File: src/rtl/vc_pkg.sv
// Shared types and constants for the virtual-channel arbiter: FSM encodings,
// destination selectors and the default data word width.
package vc_pkg;

  localparam int DATA_WIDTH_DEF = 6;

  typedef enum logic [1:0] {
    ST_INIT   = 2'd0,
    ST_IDLE   = 2'd1,
    ST_ACTIVE = 2'd2,
    ST_PAUSE  = 2'd3
  } vc_state_t;

  localparam logic DEST_D0 = 1'b0;
  localparam logic DEST_D1 = 1'b1;

  // Any downstream back-pressure flag stops new pops.
  function automatic logic any_flag(input logic af0, input logic f0,
                                    input logic af1, input logic f1);
    return af0 | f0 | af1 | f1;
  endfunction

endpackage

File: src/rtl/vc_grant.sv
// Weighted grant between VC0 and VC1: VC0 wins up to weight_vc0 times in a row
// while VC1 waits, then VC1 gets one grant.
module vc_grant
  import vc_pkg::*;
#(
  parameter int weight_vc0 = 4
) (
  input  logic clk,
  input  logic reset,
  input  logic init,
  input  logic enable,
  input  logic empty_vc0,
  input  logic empty_vc1,
  output logic grant_vc0,
  output logic grant_vc1
);

  localparam int CW = $clog2(weight_vc0) + 1;
  localparam logic [CW-1:0] WMAX = CW'(weight_vc0);

  logic [CW-1:0] weight_cnt;

  // Grant selection; VC1 only wins when VC0 is empty or has used its weight.
  always_comb begin
    grant_vc0 = 1'b0;
    grant_vc1 = 1'b0;
    if (enable && !empty_vc0 && (weight_cnt < WMAX)) begin
      grant_vc0 = 1'b1;
    end else if (enable && !empty_vc1) begin
      grant_vc1 = 1'b1;
    end else begin
      grant_vc0 = 1'b0;
      grant_vc1 = 1'b0;
    end
  end

  // Consecutive-VC0 counter, only meaningful while VC1 is waiting.
  always_ff @(posedge clk or posedge reset) begin
    if (reset) begin
      weight_cnt <= '0;
    end else if (!init || empty_vc1 || grant_vc1) begin
      weight_cnt <= '0;
    end else if (grant_vc0 && (weight_cnt != WMAX)) begin
      weight_cnt <= weight_cnt + CW'(1);
    end else begin
      weight_cnt <= weight_cnt;
    end
  end

endmodule

File: src/rtl/vc_arbiter.sv
// Two-VC to two-destination arbiter: FSM, weighted pop grant and a fixed
// two-stage routing pipeline (pop at t, data at t+1, push at t+2).
module vc_arbiter
  import vc_pkg::*;
#(
  parameter int data_width = DATA_WIDTH_DEF,
  parameter int dest_bit   = 4,
  parameter int weight_vc0 = 4
) (
  input  logic                  clk,
  input  logic                  reset,
  input  logic                  init,
  input  logic                  empty_VC0,
  input  logic                  empty_VC1,
  input  logic [data_width-1:0] data_in_VC0,
  input  logic [data_width-1:0] data_in_VC1,
  input  logic                  almost_full_D0,
  input  logic                  full_D0,
  input  logic                  almost_full_D1,
  input  logic                  full_D1,
  output logic                  pop_VC0,
  output logic                  pop_VC1,
  output logic                  push_D0,
  output logic                  push_D1,
  output logic [data_width-1:0] data_out_D0,
  output logic [data_width-1:0] data_out_D1,
  output logic [1:0]            state_out,
  output logic                  error_out
);

  vc_state_t             state;
  logic                  flags_hi;
  logic                  pop_en;
  logic                  grant0;
  logic                  grant1;
  logic                  stage_valid;
  logic                  stage_src;
  logic [data_width-1:0] word;
  logic                  dest;

  assign flags_hi  = any_flag(almost_full_D0, full_D0, almost_full_D1, full_D1);
  assign pop_en    = init && (state == ST_ACTIVE) && !flags_hi;
  assign pop_VC0   = grant0;
  assign pop_VC1   = grant1;
  assign state_out = state;

  vc_grant #(.weight_vc0(weight_vc0)) u_grant (
    .clk       (clk),
    .reset     (reset),
    .init      (init),
    .enable    (pop_en),
    .empty_vc0 (empty_VC0),
    .empty_vc1 (empty_VC1),
    .grant_vc0 (grant0),
    .grant_vc1 (grant1)
  );

  // Source data is valid one cycle after the pop, selected by the captured tag.
  always_comb begin
    word = stage_src ? data_in_VC1 : data_in_VC0;
    dest = word[dest_bit];
  end

  // Control FSM; init low overrides every other transition.
  always_ff @(posedge clk or posedge reset) begin
    if (reset) begin
      state <= ST_INIT;
    end else if (!init) begin
      state <= ST_INIT;
    end else begin
      case (state)
        ST_INIT:   state <= ST_IDLE;
        ST_IDLE:   state <= (!empty_VC0 || !empty_VC1) ? ST_ACTIVE : ST_IDLE;
        ST_ACTIVE: begin
          if (flags_hi) begin
            state <= ST_PAUSE;
          end else if (empty_VC0 && empty_VC1 && !stage_valid) begin
            state <= ST_IDLE;
          end else begin
            state <= ST_ACTIVE;
          end
        end
        ST_PAUSE:  state <= flags_hi ? ST_PAUSE : ST_ACTIVE;
        default:   state <= ST_INIT;
      endcase
    end
  end

  // Routing pipeline and sticky overflow flag; init low flushes words in flight.
  always_ff @(posedge clk or posedge reset) begin
    if (reset) begin
      stage_valid <= 1'b0;
      stage_src   <= 1'b0;
      push_D0     <= 1'b0;
      push_D1     <= 1'b0;
      data_out_D0 <= '0;
      data_out_D1 <= '0;
      error_out   <= 1'b0;
    end else if (!init) begin
      stage_valid <= 1'b0;
      stage_src   <= 1'b0;
      push_D0     <= 1'b0;
      push_D1     <= 1'b0;
      data_out_D0 <= '0;
      data_out_D1 <= '0;
      error_out   <= 1'b0;
    end else begin
      stage_valid <= grant0 | grant1;
      stage_src   <= grant1;
      push_D0     <= stage_valid && (dest == DEST_D0);
      push_D1     <= stage_valid && (dest == DEST_D1);
      data_out_D0 <= (stage_valid && (dest == DEST_D0)) ? word : '0;
      data_out_D1 <= (stage_valid && (dest == DEST_D1)) ? word : '0;
      error_out   <= error_out | (push_D0 & full_D0) | (push_D1 & full_D1);
    end
  end

endmodule

File: config.mk
export PLATFORM = sky130hd
export DESIGN_NAME = vc_arbiter
export DESIGN_NICKNAME = d
export VERILOG_FILES = /design/src/rtl/vc_pkg.sv /design/src/rtl/vc_grant.sv /design/src/rtl/vc_arbiter.sv
export SDC_FILE = /design/constraint.sdc
export NUM_CORES = 1
export LEC_CHECK = 0
export BUFFER_PORTS_ARGS = -buffer_cell sky130_fd_sc_hd__buf_2
export CORE_UTILIZATION = 44
export DETAILED_ROUTE_END_ITERATION = 8
export PLACE_DENSITY = 0.79
export SKIP_CTS_REPAIR_TIMING = 1
export SYNTH_ARGS = -nofsm -noshare
export SYNTH_HDL_FRONTEND = slang
export SYNTH_HIERARCHICAL = 1
export SYNTH_SLANG_ARGS = --single-unit
File: constraint.sdc
create_clock -name clk -period 2.03 [get_ports clk]
set_input_delay 0.3045 -clock clk [delete_from_list [all_inputs] [get_ports clk]]
set_output_delay 0.3045 -clock clk [all_outputs]
set_load 0.01 [all_outputs]
# == After elaboration in Yosys (flattened, before gate mapping) ==
# Index checks and enable logic that the tools add are counted.
# totals
out_inout_bits,19
ff_bits,22
# classes
magnitude_cmp,1
add_sub_neg,1
n_reduce_logical,20
eq_ne,4
mux,21
bitwise_logic,9
# op_table
operator,count
$mux 6,5
$logic_and 1x1->1,10
$mux 1,9
$mux 2,4
$pmux 2 s4,1
$mux 3,2
$or 1x1->1,6
$logic_not 1->1,5
$eq 2x2->1 const B,2
$add 3x1->3 const B,1
$logic_or 1x1->1,3
$lt 3x3->1 const B,1
$ne 3x3->1 const B,1
$and 1x1->1,2
$eq 2x1->1 const B,1
$logic_not 2->1,1
$reduce_bool 2->1,1
$not 1->1,1

# == Logic depth before layout (Yosys ltp) ==
# logic_depth
word_depth,11
depth_mapped,4
mapped_depth_nobuf,4

# == Cells and area by module ==
# The synthesis kept the hierarchy.
# modules_own_cells
mod,seq_area_each_um2,instances,cells_each,area_each_um2
vc_arbiter,450.4,1,57,686.9
vc_grant,75.1,1,18,181.4

# == Worst setup path after synthesis ==
# No wires, ideal clock.
# synth_path
path_type,input to output
startpoint,input port full_D0
endpoint,output port pop_VC1
slack_ps,31
cell_stages,3
path_buffers,0
arrival_time_ps,1694
cell_sequence,or4_4 nor3_1 nor3b_1
# synth_via
elab_chain_len,8
word_cells_on_any_way,10
cone_classes,2 x mux; 3 x bitwise; 5 x reduce/logical
# synth_lines
element,line_no,source
from (decl),vc_arbiter.sv:18,"input logic full_D0,"
$or 1x1->1 (*) (3 in series),vc_pkg.sv:20,return af0 | f0 | af1 | f1;
$logic_not 1->1 (*),vc_arbiter.sv:42,assign pop_en = init && (state == ST_ACTIVE) && !flags_hi;
$logic_and 1x1->1 (*),vc_arbiter.sv:42,
net pop_en,vc_arbiter.sv:33,logic pop_en;
"$logic_and 1x1->1, on equally long branches","vc_grant.sv:29, vc_grant.sv:27",
$mux 1 / $logic_and 1x1->1 (equally long branches),"vc_grant.sv:29, vc_grant.sv:27",
$mux 1 (*),vc_grant.sv:27,if (enable && !empty_vc0 && (weight_cnt < WMAX)) begin
to (decl),vc_arbiter.sv:22,"output logic pop_VC1,"
# Mark *: on every way through the listed nets, which the timed path passes. The rest lies on a longest branch.

# == Worst setup path in the final report ==
# layout_path
startpoint,input port full_D0
endpoint,output port pop_VC0
# layout_via
elab_chain_len,8
# layout_lines
element,line_no,source
$or 1x1->1 (3 in series),vc_pkg.sv:20,
$logic_not 1->1,vc_arbiter.sv:42,
$logic_and 1x1->1,vc_arbiter.sv:42,
net pop_en,vc_arbiter.sv:33,
$logic_and 1x1->1 (2 in series),vc_grant.sv:27,
$mux 1,vc_grant.sv:27,
to (decl),vc_arbiter.sv:21,"output logic pop_VC0,"
# The timed path passes the listed nets, and every way through them passes these cells.

==> impl_metrics.py <==
metrics = {
    "global_routing": {
        "grt_overflow": 0,
        "grt_use_met2": 0.347,
        "busiest_layer": "met2",
        "grt_pass1_vias": 644,
        "antenna_found_initial": 0,
        "grtUsageMet1": 0.210,
        "grt_usage": 0.197,
        "grt_pass1_wl_um": 2830,
        "met3_usage": 0.0627,
        "grt_max_degree": 19,
    },
    "power_and_ir_drop": {
        "power_density_nw_per_um2": 601,
        "p_seq_frac": 0.628,
        "swShare": 0.232,
        "leakagePower_nw": 0.618,
        "pwr-share-clk": 0.280,
        "vdd_ir_drop_max_v": 0.000463,
        "power.total_mw": 0.685,
        "p_sw_mw": 0.159,
        "power_frac_comb": 0.092,
        "p_int_mw": 0.527,
    },
    "floorplan": {
        "start_util": 0.487,
        "die_y_um": 46.4,
        "boundaryPins": 40,
        "rows": 15,
        "dieArea_um2": 2160,
        "die_w_um": 46.4,
        "coreArea_um2": 1780,
    },
    "setup_path": {
        "crit_path_end_kind": "primary output",
        "reg2reg_slack_ps": 440,
        "critPathKind": "in -> out",
        "rr_endpoint": "u_grant/weight_cnt[0]$_DFFE_PP0P_",
        "r2r_cells": 5,
        "arrival_ps": 1690,
        "crit_fanout": 7,
        "crit_start": "full_D0",
        "critPathLaunchType": "input pin",
        "crit_end": "pop_VC0",
        "r2r-start": "state_out[1]$_DFF_PP0_",
        "worstPathRequired_ps": 1730,
    },
    "synth": {
        "synth-compound-area-share": 0.0836,
        "synthAdderAreaFrac": 0.0144,
        "synth_xor_area_frac": 0,
        "synthDistinctLibCells": 26,
        "synth_seq_cells": 21,
        "synth_seq_area_share": 0.605,
        "synthMuxAreaShare": 0.0692,
        "postSynthCellCount": 75,
        "post_synth.cell_area_avg_um2": 11.6,
        "yosysWarningCount": 6,
        "synth_top_cell_area_share": 0.605,
        "netlist.top_cell.by_area": "dfrtp_1",
        "ys_top_cells_by_count": "dfrtp_1, nor2_1, mux2i_1",
        "synth_edf_count": 0,
        "synthSimpleGateAreaFrac": 0.192,
        "async_flop_share": 1.00,
        "synth.most_common_cell": "dfrtp_1",
        "ys_top_cells_by_area": "dfrtp_1, mux2i_1, nor2_1",
        "synthesis.area_um2": 868,
        "synth_nets": 97,
        "synth_top_family_by_area": "simple AND/OR/NAND/NOR gates",
        "ys.flop_type": "dfrtp_1",
    },
    "clocking": {
        "cts_root_buffer": "clkbuf_4",
        "clkSinkCount": 21,
        "htree_levels": 1,
        "cts_tree": "yes",
        "clkTransAtPathRegs_ps": 100,
        "cts_buffers": 3,
        "clk_path_buf_depth": 2,
        "clkLatencyLatePin_ps": 310,
    },
    "finish": {
        "multi_input_area_um2": 320,
        "antenna_cells": 0,
        "area_growth_pct": 31.3,
        "ff_latch_area_um2": 526,
        "fillers": 150,
        "layout.nets": 142,
        "final-instance-count-excl-fill": 144,
        "fin_area_um2": 1140,
        "drive_above_1_share": 0.403,
    },
    "placement": {
        "place.gp.congestion": 0.687,
        "place_area_um2": 1100,
        "hpwl_um": 1420,
        "dpl.cell_count": 139,
        "place_ws_ps": 12.5,
        "port_buffers": 39,
    },
    "routing": {
        "drt_first_pass_iters": 2,
        "wl_per_cell_um": 13.1,
        "drc": 0,
        "drt_iter0_drc": 5,
        "drtAntennaViolNets": 0,
        "drt-vias-per-instance": 4.93,
        "via_count": 710,
        "drt-total-wl_um": 1880,
    },
    "sta": {
        "setup_violations": 0,
        "fin_crit_sh": 0.983,
        "finalHoldViolations": 0,
        "finalMaxSlewViolations": 0,
        "fin_ws_ps": 35.0,
        "clock.fmax_mhz": 501,
        "fin_crit_ps": 2000,
        "worst_pin_slew_ps": 674,
        "finClkSkew_ps": 12.8,
        "max-slew-margin-rel": 0.550,
    },
    "flow_run": {
        "max_cap_violations": 0,
    },
    "min_path": {
        "hold_path.class": "in -> reg",
    },
    "run_status": {
        "status": "finished clean",
    },
}
[cell families (layout without fill, tap and decap cells)]
| family | count (synthesis) | in the layout |
|---|---|---|
| AOI/OAI and AO/OA | 11 | 11 |
| adders and majority gates | 1 | 1 |
| buffers and inverters | 6 | 50 |
| DFF | 21 | 21 |
| muxes | 6 | 6 |
| other | 1 | 1 |
| and+or+nand+nor | 29 | 29 |
[layer usage]
layer | part of all wire | vias to the layer above
met5 | 0 | -
met4 | 0.014 | 0
met3 | 0.053 | 5
met2 | 0.54 | 25
met1 | 0.39 | 339
li1 | - | 341
[cells in the final DEF (no fill, tap or decap), types with 2 or more instances in the layout]
master     netlist  layout
clkbuf_4         0       3
inv_1            4       4
mux2i_1          6       6
nand2b_1         4       4
nand3_1          2       2
a21oi_1          4       4
nand4bb_1        2       2
buf_2            1      39
o21ai_0          2       2
nor2_1          12      12
and2_1           2       2
dfrtp_1         21      21
buf_4            1       2
[flip-flops by register name, indices dropped and copies added (netlist names)]
register,cells
u_grant/weight_cnt,3
push_D1,1
stage_src,1
error_out,1
data_out_D0,6
stage_valid,1
push_D0,1
data_out_D1,5
state_out,2
[critical path, cell delays in order]
cell    delay, ps
buf_2         110
or4_4         530
nor3_1        270
buf_4         200
and2_1        140
buf_2         130
[per-stage QoR]
stage | setup TNS [ps] | utilization | hold slack (ps)
2_1_floorplan | 0 | - | 58.1
3_3_place_gp | 0 | 0.615 | 190
3_5_place_dp | 0 | 0.615 | 189
4_1_cts | 0 | 0.631 | -154
5_1_grt | -43.2 | 0.639 | 246
6_report | 0 | 0.639 | 250
[layout make-up]
class / count / area share
sequential: 21 / 0.461
multi-input combinational: 48 / 0.281
timing repair buffer: 42 / 0.193
tap: 25 / 0.0274
clock buffer: 3 / 0.0198
inverter: 4 / 0.0132
clock inverter: 1 / 0.00439
[worst min path at each step]
| stage | start | to | slack (ps) | depth (start not counted) |
|---|---|---|---|---|
| 6_report | empty_VC1 | state_out[1]$_DFF_PP0_ | 250 | 2 |
| 3_5_place_dp | reset | u_grant/weight_cnt[1]$_DFFE_PP0P_ | 190 | 2 |
| 3_3_place_gp | reset | u_grant/weight_cnt[2]$_DFFE_PP0P_ | 190 | 2 |
| 5_1_grt | empty_VC1 | state_out[1]$_DFF_PP0_ | 250 | 2 |
| 2_1_floorplan | reset | u_grant/weight_cnt[0]$_DFFE_PP0P_ | 60 | 1 |
| 4_1_cts | reset | u_grant/weight_cnt[1]$_DFFE_PP0P_ | -150 | 2 |
[power groups by stage]
stage	Combinational (mW)	Clock, mW	Sequential [mW]
3_5_place_dp	0.0608	0	0.439
2_1_floorplan	0.0244	0	0.440
6_report	0.0629	0.192	0.431
3_3_place_gp	0.0584	0	0.438
4_1_cts	0.0612	0.200	0.430
5_1_grt	0.0713	0.213	0.432
No activity file was read; power rests on OpenSTA's default activity.
